## config.mk

```make
export PLATFORM = sky130hd
export DESIGN_NAME = button_conditioner
export DESIGN_NICKNAME = d
export VERILOG_FILES = /design/src/rtl/button_conditioner.sv
export SDC_FILE = /design/constraint.sdc
export NUM_CORES = 1
export LEC_CHECK = 0
export ABC_AREA = 1
export CORE_MARGIN = 1.5
export CORE_UTILIZATION = 50
export CTS_BUF_LIST = sky130_fd_sc_hd__clkbuf_8
export DETAILED_ROUTE_END_ITERATION = 16
export PLACE_DENSITY = 0.67
export SKIP_CTS_REPAIR_TIMING = 1
export SLEW_MARGIN = 20
export SYNTH_ARGS = -nofsm -noshare
export SYNTH_HDL_FRONTEND = slang
export SYNTH_SLANG_ARGS = --single-unit
```

## constraint.sdc

```tcl
create_clock -name CLK100MHZ -period 4.3 [get_ports CLK100MHZ]
set_input_delay 0.86 -clock CLK100MHZ [delete_from_list [all_inputs] [get_ports CLK100MHZ]]
set_output_delay 0.86 -clock CLK100MHZ [all_outputs]
set_load 0.05 [all_outputs]
```

## src/rtl/button_conditioner.sv

```systemverilog
// button_conditioner: turns one raw, bouncing push-button into a debounced
// level plus single-cycle press/release strobes.
//   btn_raw -> two-flop synchronizer -> counter-based debounce FSM.
// Optional hold-to-auto-repeat is compiled in with `define BTN_AUTOREPEAT_EN;
// without it press_pulse fires exactly once per accepted press.
// fsm_state mirrors the debounce FSM state (IDLE=0, PRESS_WAIT=1, HELD=2,
// RELEASE_WAIT=3) for observation only.
`timescale 1ns/1ps

module button_conditioner #(
    parameter int unsigned DEBOUNCE_CYCLES = 1_000_000,
    parameter int unsigned REPEAT_DELAY    = 50_000_000,
    parameter int unsigned REPEAT_PERIOD   = 10_000_000
) (
    input  logic       CLK100MHZ,
    input  logic       CPU_RESETN,
    input  logic       btn_raw,
    output logic       btn_level,
    output logic       press_pulse,
    output logic       release_pulse,
    output logic [1:0] fsm_state
);

    // Strobe semantics: press_pulse and release_pulse are registered,
    // high for exactly one clock, never high together, and carry no
    // handshake; the consumer must sample them on every clock.

    typedef enum logic [1:0] {
        IDLE         = 2'd0,
        PRESS_WAIT   = 2'd1,
        HELD         = 2'd2,
        RELEASE_WAIT = 2'd3
    } state_t;

    // Count value on which the DEBOUNCE_CYCLES-th stable sample is seen.
    localparam logic [31:0] DB_LAST = 32'(DEBOUNCE_CYCLES - 1);

    logic        s1;
    logic        s2;
    logic        sync;
    state_t      state;
    state_t      state_nx;
    logic [31:0] cnt;
    logic [31:0] cnt_nx;
    logic        level_nx;
    logic        press_base_nx;
    logic        press_nx;
    logic        release_nx;

    assign sync      = s2;
    assign fsm_state = state;

    // Two-flop synchronizer for the asynchronous button pin.
    always_ff @(posedge CLK100MHZ or negedge CPU_RESETN) begin
        if (!CPU_RESETN) begin
            s1 <= 1'b0;
            s2 <= 1'b0;
        end else begin
            s1 <= btn_raw;
            s2 <= s1;
        end
    end

    // FSM state, debounce counter and registered outputs.
    always_ff @(posedge CLK100MHZ or negedge CPU_RESETN) begin
        if (!CPU_RESETN) begin
            state         <= IDLE;
            cnt           <= 32'd0;
            btn_level     <= 1'b0;
            press_pulse   <= 1'b0;
            release_pulse <= 1'b0;
        end else begin
            state         <= state_nx;
            cnt           <= cnt_nx;
            btn_level     <= level_nx;
            press_pulse   <= press_nx;
            release_pulse <= release_nx;
        end
    end

    // Debounce next-state logic: a level change is accepted only after
    // DEBOUNCE_CYCLES consecutive equal synchronized samples.
    always_comb begin
        state_nx      = state;
        cnt_nx        = cnt;
        level_nx      = btn_level;
        press_base_nx = 1'b0;
        release_nx    = 1'b0;
        case (state)
            IDLE: begin
                if (sync) begin
                    state_nx = PRESS_WAIT;
                    cnt_nx   = 32'd1;
                end else begin
                    cnt_nx   = 32'd0;
                end
            end
            PRESS_WAIT: begin
                if (!sync) begin
                    state_nx = IDLE;
                    cnt_nx   = 32'd0;
                end else if (cnt == DB_LAST) begin
                    state_nx      = HELD;
                    cnt_nx        = 32'd0;
                    level_nx      = 1'b1;
                    press_base_nx = 1'b1;
                end else begin
                    cnt_nx   = cnt + 32'd1;
                end
            end
            HELD: begin
                if (!sync) begin
                    state_nx = RELEASE_WAIT;
                    cnt_nx   = 32'd1;
                end
            end
            RELEASE_WAIT: begin
                // A bounce back high returns to HELD silently; level stays 1.
                if (sync) begin
                    state_nx = HELD;
                    cnt_nx   = 32'd0;
                end else if (cnt == DB_LAST) begin
                    state_nx   = IDLE;
                    cnt_nx     = 32'd0;
                    level_nx   = 1'b0;
                    release_nx = 1'b1;
                end else begin
                    cnt_nx     = cnt + 32'd1;
                end
            end
            default: begin
                state_nx = IDLE;
                cnt_nx   = 32'd0;
            end
        endcase
    end

`ifdef BTN_AUTOREPEAT_EN
    // Repeat fires on the edge where rpt would reach REPEAT_DELAY; reloading
    // to REPEAT_DELAY-REPEAT_PERIOD (mod 2^32) then spaces later repeats by
    // REPEAT_PERIOD HELD cycles. The reload wraps harmlessly when
    // REPEAT_PERIOD > REPEAT_DELAY.
    localparam logic [31:0] RPT_LAST   = 32'(REPEAT_DELAY - 1);
    localparam logic [31:0] RPT_RELOAD = 32'(REPEAT_DELAY - REPEAT_PERIOD);

    logic [31:0] rpt;
    logic [31:0] rpt_nx;
    logic        rpt_fire;

    // Repeat timer: cleared on acceptance, advances only in HELD,
    // frozen in every other state.
    always_comb begin
        rpt_nx   = rpt;
        rpt_fire = 1'b0;
        if (press_base_nx) begin
            rpt_nx = 32'd0;
        end else if (state == HELD) begin
            if (rpt == RPT_LAST) begin
                rpt_fire = 1'b1;
                rpt_nx   = RPT_RELOAD;
            end else begin
                rpt_nx   = rpt + 32'd1;
            end
        end
    end

    // Repeat timer register.
    always_ff @(posedge CLK100MHZ or negedge CPU_RESETN) begin
        if (!CPU_RESETN) begin
            rpt <= 32'd0;
        end else begin
            rpt <= rpt_nx;
        end
    end

    assign press_nx = press_base_nx | rpt_fire;
`else
    assign press_nx = press_base_nx;
`endif

endmodule

```

Yosys cells after proc, flatten, opt, wreduce, memory -nomap -nowiden
Index checks and enable logic that the tools add are counted.

word-level totals
  register bits = 39
  latch bits = 0
  bits in writable memories = 0
  memory bits (read-only) = 0
  bits of input ports = 3
  output and inout port bits = 5
  logic and storage cells = 47
  memories = 0

cells by class
  $add $sub $neg = 1
  multipliers = 0
  divide/modulo/power cells = 0
  order comparisons = 0
  equal/unequal tests = 12
  shift-type cells = 0
  muxes and demuxes = 23
  bitwise logic cells = 0
  reductions and logical operators = 4

operator list
  kind                                              count
  two-way mux 32 bit                                4
  case mux 32 bit (4 select lines)                  1
  adder 32 x 1 -> 32 bit (second input constant)    1
  == test 32 x 20 -> 1 bit (second input constant)  1
  two-way mux 2 bit                                 6
  inequality test 2 bit (second input constant)     6
  two-way mux 1 bit                                 10
  case mux 2 bit (4 select lines)                   1
  inequality test 3 bit (second input constant)     2
  AND reduction 5 bit                               1
  == test 2 bit (second input constant)             2
  AND reduction 4 bit                               1
  == test 2 x 1 -> 1 bit (second input constant)    1
  zero test 2 bit                                   1
  case mux 1 bit (2 select lines)                   1
  nonzero test 2 bit                                1

Longest topological paths before layout
  depth in word-level cells = 4
  mapped depth = 11

Worst setup path after synthesis
OpenSTA, ideal clock, no wires.

  path kind = flip-flop to flip-flop
  start point = reg (tool-made name)
  end point = reg cnt[6]
  setup time = 0.071 ns
  arrival = 1.593 ns
  data required time = 4.229 ns
  path slack = 2.636 ns
  cell stages (with the launch flop) = 8
  buffers on the path = 1
  period minus slack after synthesis = 1.664 ns
  cell sequence = dfrtp_1 -> nand2_1 -> nor2_4 -> inv_2 -> buf_2 -> a31oi_2 -> o21ai_0 -> nor2_1

RTL lines
  item                  RTL line  RTL
  end signal, assigned  74        cnt <= cnt_nx;
  end, declared         43        logic [31:0] cnt;

Worst setup path in the final report
  start point = reg state[0] (netlist: fsm_state[0])
  end point = out fsm_state[0]

RTL lines
  item                    RTL line  RTL
  start, declared         41        state_t state;
  start signal, assigned  73        state <= state_nx;
  end, declared           21        output logic [1:0] fsm_state

No word-level cell between the ends.

==> run summary <==
Comb power frac = 0.162
total CTS buffers = 5
Mean Syn Cell Area = 6.35 um^2
Peak supply drop = 0.000254 V
Final min period = 2570 ps
utilization of the core after routing = 0.575
Syn Inst Count = 397
detailed-route vias per instance = 5.06
Rows = 25
Seq/Total Area, Yosys = 0.387
Setup Viol. Count Final = 0
via count = 2,395
total negative setup slack = 0 ps
Crit Path Max Fanout = 10
CP Class = flip-flop to output port
Cell Pwr Density = 311 mW/mm^2
Finished Cell Area = 0.00275 mm^2
gr usage total = 0.247
Final WS setup = 1730 ps
Core Box Area = 0.00479 mm^2
dpl cell area = 0.00263 mm^2
Die Wd = 74.0 um
clock latency on the worst-skew pair = 300 ps
# nets final = 409
DR WL/cell = 12.7 um
DRT Wirelength = 6.01 mm
drt first pass iters = 4
Fmax achieved = 390 MHz
register share of total power = 0.473
GR Overflow Total = 0
P_int = 590 uW
Clock Skew = 9.73 ps
Max Slew Vio Count = 0
CP top delay family = buffers and inverters
Placed Cells = 465
P_leak = 1.29 nW
synth warn = 0
critical path arrival = 1710 ps
RSZ-0062 raised after global routing = false
initial core utilization = 0.527
Worst setup SP type = flip-flop
switching component of the power = 265 uW
Slew HR = 0.426
Die ar. = 0.00548 mm^2
worst r2r src = cnt[0]
I/O pin total = 8
Post-Layout Cell Count = 473
first-pass GRT wire length = 10.2 mm
worst min path class = flip-flop to flip-flop
hpwl dp = 4.43 mm
worst path required time = 3440 ps
final hold violation count = 0
Setup crit end kind = output port
Port-buffer cells = 7
CP Cell Sequence = clkdlybuf4s50_1
CTS Root Buffer Type = clkbuf_8
commonest non-fill, non-tap cell in the layout = nand2_1
initial DRC count = 143
CTS Buffer Depth = 2
sw frac = 0.310
pre-CTS WS = 2070 ps
Worst setup startpoint = fsm_state[0]
DRC = 0
Clock Sinks = 39
vias in the first global route = 2,225
largest net degree at the start of global routing = 40
worst path bufs/invs = 1
Routed Antenna Nets = 0
most frequent cells in the layout = 149 x nand2_1, 70 x nor2_1, 44 x inv_1, 39 x dfrtp_1, 36 x nand3_1
initial antenna violation count = 0
register bit count reported by yosys = 39
Tcrit/Tclk final = 0.597
Worst-Margin Slew = 861 ps
H-tree levels = 2
max incr delay on CP = 870 ps
slowest stage cell, crit path = clkdlybuf4s50_1
clock slew at reported path FFs = 80 ps
Mapped Nets = 401
fillers = 471
TritonCTS clock tree = done
Antenna Cells = 0
Max-Cap Viols = 0
clock power share = 0.365
Netlist Area Pre-Place = 0.00252 mm^2
Synth cell types = 23
run status = finished clean
GPL Wtd Cong = 0.886
hold_sp = s1
synthesis-to-layout area growth = 9.08%
layout cells sized above 1 = 0.0517
die height = 74.0 um
[cells in the mapped netlist, drive strengths merged]
cell type  number  share of area
buf             6          0.014
nand3b          2         0.0060
a31oi           1         0.0050
xor2            5          0.017
nand3          36          0.071
and2            2         0.0050
nor4            1         0.0025
nand2         151           0.23
nor3            3         0.0060
a21oi           7          0.014
inv            46          0.068
o21bai          3         0.0089
o21ai          15          0.030
nor2           76           0.12
nand4           3         0.0074
ha              1         0.0050
dfrtp          39           0.39
[per-layer routing]
layer / wire length, um / vias up / track usage
li1: - / 1246 / -
met1: 2830 / 1086 / 0.336
met2: 2750 / 53 / 0.395
met3: 341 / 10 / 0.0434
met4: 85 / 0 / 0.0926
met5: 0 / - / 0
[sequential cells by signal, summed over array words and instances (netlist names), named ones only]
register	flops
btn_level	1
cnt	32
fsm_state	1
press_pulse	1
release_pulse	1
s1	1
s2	1
[layout make-up]
cell class	count	area, um^2	share of cell area
clock buffer	5	68.8	0.0250
clock inverter	3	43.8	0.0159
inverter	46	173	0.0628
multi-input combinational	306	1340	0.487
sequential	39	976	0.355
tap	67	83.8	0.0305
timing repair buffer	7	65.1	0.0237
[path summary, 6_finish.rpt]
kind / endpoint / slack, ps / cells past startpoint
setup reg to reg: cnt[5] / 2350 / 10
hold / removal: s2 / 360 / 0
min in group asynchronous: cnt[29] / 660 / 1
hold reg to reg: s2 / 360 / 0
max in group asynchronous: cnt[7] / 3090 / 1
setup / recovery: fsm_state[0] / 1730 / 1
[kinds of logic (layout without fill, tap and decap cells)]
kind of cell | after synthesis | count (layout) | share of synthesized area
adder cells (fa/ha/maj) | 1 | 1 | 0.00496
AND/OR/NAND/NOR | 274 | 274 | 0.450
XOR/XNOR | 5 | 5 | 0.0174
flip-flops | 39 | 39 | 0.387
AO/OA/AOI/OAI | 26 | 26 | 0.0576
buffers and inverters | 52 | 61 | 0.0829
[through the flow]
step	hold slack, ps	power [mW]
5_1_grt	365	0.900
2_1_floorplan	331	0.513
4_1_cts	361	0.863
3_3_place_gp	338	0.551
6_report	357	0.856
3_5_place_dp	342	0.552
[power groups by stage]
stage / Sequential, mW / Clock, mW / Combinational [mW]
after global placement: 0.411 / 0 / 0.140
after CTS: 0.405 / 0.318 / 0.140
after floorplan: 0.415 / 0 / 0.0980
after detailed placement: 0.412 / 0 / 0.140
final: 0.405 / 0.313 / 0.138
after global routing: 0.408 / 0.337 / 0.155
Power figures use the tool's default switching activity.
